--- config.mk ---
export PLATFORM = sky130hd
export DESIGN_NAME = autoconfig_multi
export DESIGN_NICKNAME = d
export VERILOG_FILES = /design/src/rtl/autoconfig_multi.sv
export SDC_FILE = /design/constraint.sdc
export NUM_CORES = 1
export LEC_CHECK = 0
export ABC_AREA = 1
export CORE_MARGIN = 2
export CORE_UTILIZATION = 48
export DETAILED_ROUTE_END_ITERATION = 10
export PLACE_DENSITY = 0.89
export REMOVE_ABC_BUFFERS = 1
export SLEW_MARGIN = 20
export SYNTH_ARGS = -nofsm -noshare
export SYNTH_HDL_FRONTEND = slang
export SYNTH_SLANG_ARGS = --single-unit
export TNS_END_PERCENT = 100
--- constraint.sdc ---
create_clock -name CLK -period 1.46 [get_ports CLK]
set_input_delay 0.292 -clock CLK [delete_from_list [all_inputs] [get_ports CLK]]
set_output_delay 0.292 -clock CLK [all_outputs]
set_load 0.03 [all_outputs]
--- src/rtl/autoconfig_multi.sv ---
`default_nettype none
// ============================================================================
// Module   : autoconfig_multi
// Brief    : Zorro AUTOCONFIG responder presenting several logical boards in turn.
// Revision : 1.0
// ============================================================================
module autoconfig_multi #(
    parameter int                      NUM_BOARDS = 2,
    parameter bit                      ZORRO3     = 1'b1,
    parameter logic [15:0]             MFG_ID     = 16'd5194,
    parameter logic [7:0]              PROD_ID    = 8'h03,
    parameter logic [31:0]             SERIAL     = 32'd0,
    parameter logic [4*NUM_BOARDS-1:0] BOARD_SIZE = {4'b0100, 4'b0100}
) (
    input  logic                      CLK,
    input  logic                      RESET_n,
    input  logic                      FCS_n,
    input  logic                      autoconfig_cycle,
    input  logic [1:0]                z3_state,
    input  logic [6:0]                ADDRL,
    input  logic                      READ,
    input  logic [3:0]                DIN,
    output logic [3:0]                DOUT,
    output logic                      dtack,
    output logic                      CFGOUT_n,
    output logic [1:0]                cur_board,
    output logic                      all_done,
    output logic [NUM_BOARDS-1:0]     configured,
    output logic [NUM_BOARDS-1:0]     shutup,
    output logic [8*NUM_BOARDS-1:0]   base_addr
);

    localparam logic [1:0] c_Z3_DATA    = 2'b11;
    localparam logic [1:0] c_LAST_BOARD = 2'(NUM_BOARDS - 1);

    logic [3:0]              r_dout;
    logic                    r_dtack;
    logic                    r_cfgout_n;
    logic [1:0]              r_cur_board;
    logic                    r_all_done;
    logic [NUM_BOARDS-1:0]   r_configured;
    logic [NUM_BOARDS-1:0]   r_shutup;
    logic [8*NUM_BOARDS-1:0] r_base_addr;
    logic [3:0]              r_pending;
    logic                    r_fired;
    logic                    r_fcs_d;

    logic                    w_active;
    logic                    w_wr;
    logic                    w_first;
    logic                    w_commit;
    logic                    w_shut;
    logic                    w_fcs_rise;
    logic [6:0]              w_index;
    logic [7:0]              w_product;
    logic [3:0]              w_size;
    logic [3:0]              w_rd_nibble;
    logic [3:0]              w_size_tab [4];

    assign w_active   = (z3_state == c_Z3_DATA) && autoconfig_cycle && !r_all_done;
    assign w_wr       = w_active && !READ;
    assign w_first    = w_wr && !r_fired;
    assign w_commit   = w_first && (ADDRL[5:0] == 6'h11);
    assign w_shut     = w_first && (ADDRL[5:0] == 6'h13);
    assign w_fcs_rise = FCS_n && !r_fcs_d;
    assign w_index    = {ADDRL[5:0], ADDRL[6]};
    assign w_product  = PROD_ID + {6'd0, r_cur_board};

    // Unused table slots are tied off so cur_board can index without a range check
    for (genvar gi = 0; gi < 4; gi++) begin : g_size
        if (gi < NUM_BOARDS) begin : g_used
            assign w_size_tab[gi] = BOARD_SIZE[4*gi +: 4];
        end else begin : g_unused
            assign w_size_tab[gi] = 4'h0;
        end
    end
    assign w_size = w_size_tab[r_cur_board];

    always_comb begin
        w_rd_nibble = 4'hF;
        case (w_index)
            7'h00: w_rd_nibble = ZORRO3 ? 4'b1010 : 4'b1110;
            7'h01: w_rd_nibble = w_size;
            7'h02: w_rd_nibble = ~w_product[7:4];
            7'h03: w_rd_nibble = ~w_product[3:0];
            7'h04: w_rd_nibble = ZORRO3 ? ~4'b1011 : ~4'b0000;
            7'h05: w_rd_nibble = ~4'b0001;
            7'h08: w_rd_nibble = ~MFG_ID[15:12];
            7'h09: w_rd_nibble = ~MFG_ID[11:8];
            7'h0A: w_rd_nibble = ~MFG_ID[7:4];
            7'h0B: w_rd_nibble = ~MFG_ID[3:0];
            7'h0C: w_rd_nibble = ~SERIAL[31:28];
            7'h0D: w_rd_nibble = ~SERIAL[27:24];
            7'h0E: w_rd_nibble = ~SERIAL[23:20];
            7'h0F: w_rd_nibble = ~SERIAL[19:16];
            7'h10: w_rd_nibble = ~SERIAL[15:12];
            7'h11: w_rd_nibble = ~SERIAL[11:8];
            7'h12: w_rd_nibble = ~SERIAL[7:4];
            7'h13: w_rd_nibble = ~SERIAL[3:0];
            7'h20: w_rd_nibble = 4'h0;
            7'h21: w_rd_nibble = 4'h0;
            default: w_rd_nibble = 4'hF;
        endcase
    end

    always_ff @(posedge CLK or negedge RESET_n) begin
        if (!RESET_n) begin
            r_dout       <= 4'h0;
            r_dtack      <= 1'b0;
            r_cfgout_n   <= 1'b1;
            r_cur_board  <= 2'd0;
            r_all_done   <= 1'b0;
            r_configured <= '0;
            r_shutup     <= '0;
            r_base_addr  <= '0;
            r_pending    <= 4'h0;
            r_fired      <= 1'b0;
            r_fcs_d      <= 1'b1;
        end else begin
            r_fcs_d <= FCS_n;
            r_dtack <= w_active;

            // The next slot is released only once the completing bus cycle has ended
            if (w_fcs_rise) begin
                r_cfgout_n <= !r_all_done;
            end

            if (w_active && READ) begin
                r_dout <= w_rd_nibble;
            end

            if (FCS_n) begin
                r_fired <= 1'b0;
            end else if (w_active) begin
                r_fired <= 1'b1;
            end

            if (w_wr && (ADDRL[5:0] == 6'h12)) begin
                r_pending <= DIN;
            end

            if (w_commit || w_shut) begin
                for (int i = 0; i < NUM_BOARDS; i++) begin
                    if (r_cur_board == 2'(i)) begin
                        if (w_commit) begin
                            r_base_addr[8*i +: 8] <= {DIN, r_pending};
                            r_configured[i]       <= 1'b1;
                        end else begin
                            r_shutup[i] <= 1'b1;
                        end
                    end
                end
                if (r_cur_board == c_LAST_BOARD) begin
                    r_all_done <= 1'b1;
                end else begin
                    r_cur_board <= r_cur_board + 2'd1;
                    r_pending   <= 4'h0;
                end
            end
        end
    end

    assign DOUT       = r_dout;
    assign dtack      = r_dtack;
    assign CFGOUT_n   = r_cfgout_n;
    assign cur_board  = r_cur_board;
    assign all_done   = r_all_done;
    assign configured = r_configured;
    assign shutup     = r_shutup;
    assign base_addr  = r_base_addr;

endmodule
`default_nettype wire

-- Word level (Yosys, flattened, before mapping)
Cells that the tools add are included.
- bits in registers: 35
- memory bits (writable): 0
- output and inout bits: 29
- memories: 0
- bits in read-only memories: 0
- bits in latches: 0
- logic and storage cells: 73
- add/sub/neg operators: 2
- bitwise operators: 5
- reduce and logical (&&, ||, !) cells: 26
- shift operators: 0
- div/mod/pow operators: 0
- order comparisons: 1
- eq/ne operators: 16
- mux-type cells: 9
- multipliers: 0
- operators by type and width (operator ; count):
    $pmux 4 s9 ; 1
    $eq 7x4->1 const B ; 4
    $mux 4 ; 5
    $eq 6x5->1 const B ; 3
    $eq 7x2->1 const B ; 2
    $eq 7x3->1 const B ; 2
    $eq 7x6->1 const B ; 2
    $reduce_and 3->1 ; 4
    $logic_and 1x1->1 ; 9
    $bmux 4 s2 ; 1
    $eq 7x1->1 const B ; 1
    $logic_not 7->1 ; 1
    $reduce_or 2->1 ; 3
    $logic_not 1->1 ; 4
    $not 1->4 const A ; 1
    $not 3->4 ; 1
    $reduce_and 2->1 ; 2
    $add 2x2->3 const A ; 1
    $ge 3x3->1 const B ; 1
    $not 2->3 ; 1
    $add 2x1->2 const B ; 1
    $eq 2x1->1 const B ; 1
    $eq 2x2->1 const B ; 1
    $logic_not 2->1 ; 1
    other kinds (4) ; 6

-- Longest topological paths before layout
- depth after elaboration: 8
- depth in mapped cells: 11

-- Worst setup path after synthesis
Ideal clock, no wire load.
- path kind: flip-flop to flip-flop
- start point: register r_all_done, in the netlist all_done
- end point: register r_base_addr[15], in the netlist base_addr[15]
- cell stages (with the launch flop): 8
- required time: 1.341 ns
- setup time: 0.119 ns
- path slack: -0.054 ns
- arrival time: 1.395 ns
- path buffers: 1
- cell sequence: dfrtp_1 -> inv_2 -> nand4_4 -> nor3_4 -> nand3_4 -> buf_6 -> nand2_2 -> o21ai_2
- cells in the longest elaborated chain, start to end: 7
- elaborated cells on any way between the ends: 8
- ends and longest elaborated chain (what ; line ; source):
    start, declared ; 40 ; logic r_all_done;
    start signal, assigned ; 112 ; r_all_done <= 1'b0;
    start signal, assigned ; 154 ; r_all_done <= 1'b1;
    $logic_not 1->1 (*) ; 60 ; assign w_active = (z3_state == c_Z3_DATA) && autoconfig_cycle && !r_all_done;
    $logic_and 1x1->1 (*) ; 60 ;
    $logic_and 1x1->1 (*) ; 61 ; assign w_wr = w_active && !READ;
    $logic_and 1x1->1 (*) ; 62 ; assign w_first = w_wr && !r_fired;
    $logic_and 1x1->1, on equally long branches ; 63, 64 ;
    $logic_or 1x1->1 ; 142 ; if (w_commit || w_shut) begin
    $reduce_and 3->1 (no line) (*) ; -- ;
    end signal, assigned by index ; 146 ; r_base_addr[8*i +: 8] <= {DIN, r_pending};
    end, declared ; 43 ; logic [8*NUM_BOARDS-1:0] r_base_addr;
Mark *: on every way between the ends. The rest lies on a longest branch, timed or not.
A chain may end at the register's enable or synchronous reset.

-- Worst setup path in the final report
- start point: input autoconfig_cycle
- end point: register r_base_addr[5], in the netlist base_addr[5]
- cells in the longest elaborated chain, start to end: 7
- elaborated cells on any way between the ends: 8
- ends and longest elaborated chain (what ; line ; source):
    start, declared ; 18 ; input logic autoconfig_cycle,
    $logic_and 1x1->1 (*) (2 in a row) ; 60 ;
    $logic_and 1x1->1 (*) ; 61 ;
    $logic_and 1x1->1 (*) ; 62 ;
    $logic_and 1x1->1, on equally long branches ; 63, 64 ;
    $logic_or 1x1->1 ; 142 ;
    $reduce_and 3->1 (no line) (*) ; -- ;
Marked as above.

==> impl_metrics.csv <==
group,metric,value,unit
timing,hold_viol,0,
clock_network,cts_hold_buf,0,
placement,place.port_buffers,46,
pwr,p_leak,1.39,nW
synth,yosysTopAreaCell,"dfrtp_1",
synth,synthSimpleGateAreaFrac,0.269,
synth,synth_compound_area_frac,0.121,
synth,synth-main-ff-cell,"dfrtp_1",
floorplanning,ios,47,
synth,synth_xor_area_frac,0.00504,
grt,grt_overflow,0,
floorplanning,core,3420,sq um
route,ant_nets,0,
clock_network,cts_root_buf,"clkbuf_4",
clock_network,worstSkewPairLatency,0.33,ns
worst_setup_path,crit_required,1.68,ns
synth,synth_cell_types,28,
worst_setup_path,critPathCaptureType,"flop",
synth,mappedNetlistArea,1740,sq um
pwr,power.share.combinational,0.089,
route,top_layer_used,"met4",
placement,dpl.hpwl,2.56,mm
finish,fin_area,2510,sq um
grt,grt_pass1_wl,6.10,mm
pwr,intPower,1.41,mW
timing,fmax,699,MHz
synth,synth_mux_area_frac,0,
route,post-route-drc-count,0,
hold_path,hp-class,"input port to async pin",
route,met3_length,208,microns
route,first_pass_iters,4,
clock_network,cts_tree,"done",
run,max_cap_violations,0,
grt,grt_max_degree,36,
route,vias_per_cell,4.76,
grt,antenna_found_initial,0,
route,met2_length,1.76,mm
floorplanning,dieWidth,64.2,microns
timing,worst_slack,0.0290,ns
synth,yosys_register_bits,35,
outcome,outcome,"complete, no violations",
synth,synth_top_area_frac,0.475,
route,vias,1490,
finish,stdcell_count,313,
synth,ys_top_cells_by_count,"nand2_1 (58), dfrtp_1 (33), inv_1 (27)",
floorplanning,rows,21,
pwr,power-per-cell-area,732,nW/um^2
synth,synth_most_common_cell,"nand2_1",
finish,num_antenna_cells,0,
timing,post-route-min-period,1.43,ns
timing,setup_violations,0,
route,drt-met1-wl,1.60,mm
synth,yosys_warnings,0,
synth,synth-adder-area-share,0.0216,
placement,dpl-instance-area,2380,sq um
pwr,pwr-share-seq,0.533,
timing,timing.slew.headroom,0.793,
timing,period_share,0.980,
pwr,p_sw_frac,0.230,
finish,syn_to_final_growth,44.2,%
synth,synth_top_family_by_area,"simple AND/OR/NAND/NOR gates",
grt,grt_pass1_vias,1399,
synth,synth_cells,196,
pwr,ir_drop,0.000565,V
floorplanning,die_area,4120,sq um
route,drt_wl_total,3.65,mm
worst_setup_path,worst_setup_path_start_kind,"input port",
worst_setup_path,cp.arrival,1.65,ns
worst_setup_path,worstPathMaxFanout,17,
placement,place_inst,301,
timing,tightest_slew,0.311,ns
clock_network,htree_num_levels,2,
timing,rsz0062_at_grt,"yes",
placement,place.gp.congestion,0.795,
clock_network,clockBufferDepth,2,
synth,async_flop_share,1.00,
worst_setup_path,r2r_slack,0.09,ns
pwr,p_clk_frac,0.377,
finish,utilization,0.734,
finish,final_nets,287,
clock_network,cts_buffers,5,
route,wire_per_inst,11.7,microns
synth,synthTopCellsByArea,"dfrtp_1 (48%), nand2_1 (13%), o21ai_2 (8.1%)",
floorplanning,initial_core_util,0.509,
timing,fin_setup_tns,0,ns
pwr,p_switching,0.423,mW
finish,final_layout_size_suffix_gt1_frac,0.255,
clock_network,cts.reportedPaths.clkPinSlew,0.12,ns
timing,finalClockSkew,0.0177,ns
synth,yosysSeqAreaShare,0.505,
worst_setup_path,crit_type,"input port to flop",
floorplanning,die_h,64.2,microns
synth,syn_avg_cell_area,8.87,sq um
placement,place_ws,-0.353,ns
route,drtIter0Drc,65,
clock_network,clock-sinks,35,
synth,synth_edf_count,0,
timing,final_max_slew_viol_count,0,
grt,grt_use_total,0.187,
-- layout by cell type (no fill, tap or decap), types with 2 or more instances in the layout --
| cell type | n |
|---|---|
| dlygate4sd2_1 | 18 |
| nand2_1 | 58 |
| ha_1 | 3 |
| nand3_4 | 3 |
| o21ai_1 | 3 |
| clkdlybuf4s50_1 | 16 |
| o21ai_0 | 4 |
| inv_1 | 27 |
| o21ai_2 | 16 |
| dfstp_2 | 2 |
| nand2_2 | 2 |
| buf_12 | 3 |
| inv_2 | 3 |
| clkbuf_4 | 5 |
| nor2_1 | 16 |
| buf_4 | 16 |
| nand3_1 | 5 |
| nor2_2 | 4 |
| clkdlybuf4s15_1 | 8 |
| dfrtp_1 | 33 |
-- sequential cells by signal, indices dropped and copies added (netlist names) --
register,count
CFGOUT_n,1
DOUT,4
all_done,1
base_addr,16
configured,2
cur_board,2
dtack,1
r_fcs_d,1
r_fired,1
r_pending,4
shutup,2
-- per-stage QoR --
| stage | power (mW) | hold slack (ns) |
|---|---|---|
| finish | 1.84 | 0.306 |
| global route | 1.93 | 0.293 |
| CTS | 1.84 | 0.308 |
| detailed placement | 1.16 | 0.451 |
| global placement | 1.15 | 0.444 |
| floorplan | 1.05 | -0.00359 |
-- path summary, 6_finish.rpt --
kind | cells past startpoint | startpoint | to
max in group asynchronous | 2 | RESET_n | r_fcs_d
setup / recovery | 8 | autoconfig_cycle | base_addr[5]
hold / removal | 2 | RESET_n | configured[1]
hold reg to reg | 2 | configured[1] | configured[1]
setup reg to reg | 8 | all_done | base_addr[5]
min in group CLK | 1 | FCS_n | r_fcs_d
-- power by group through the flow --
stage          logic (mW)  registers, mW  clock network [mW]
5_1_grt             0.180          0.979               0.768
2_1_floorplan      0.0419           1.00                   0
3_5_place_dp        0.158          0.997                   0
3_3_place_gp        0.156          0.997                   0
4_1_cts             0.159          0.979               0.706
6_report            0.164          0.979               0.692
-- cell type report --
| cell class | instances | area (sq um) |
|---|---|---|
| clock inverter | 3 | 43.8 |
| fill | 250 | 910 |
| tap | 46 | 57.6 |
| sequential | 35 | 878 |
| timing repair buffer | 65 | 618 |
| multi-input combinational | 129 | 758 |
| inverter | 30 | 113 |
| clock buffer | 5 | 37.5 |
-- per-layer routing --
metal / global-route usage / vias up
met1: 0.232 / 676
met4: 0.0559 / 0
li1: - / 761
met5: 0 / -
met3: 0.0475 / 8
met2: 0.322 / 45
-- repair_timing --
action                                  CTS  global route
gates resized for setup                  32            21
pin swaps                                 0             3
buffers inserted                          0             4
endpoints found under the setup margin   30            33
-- kinds of logic (layout without fill, tap and decap cells) --
group / Yosys count / in the layout
and+or+nand+nor: 97 / 97
DFF: 35 / 35
buffers and inverters: 32 / 103
AOI/OAI and AO/OA: 28 / 28
adders and majority gates: 3 / 3
xor gates and xnor gates: 1 / 1
-- worst max-delay path: stages --
cell,delay (ns)
clkdlybuf4s50_1,0.52
nand4_4,0.13
nor3_4,0.21
buf_6,0.14
nand3_4,0.07
buf_12,0.16
nand2_1,0.07
o21ai_2,0.05
No activity file was read; power rests on OpenSTA's default activity.
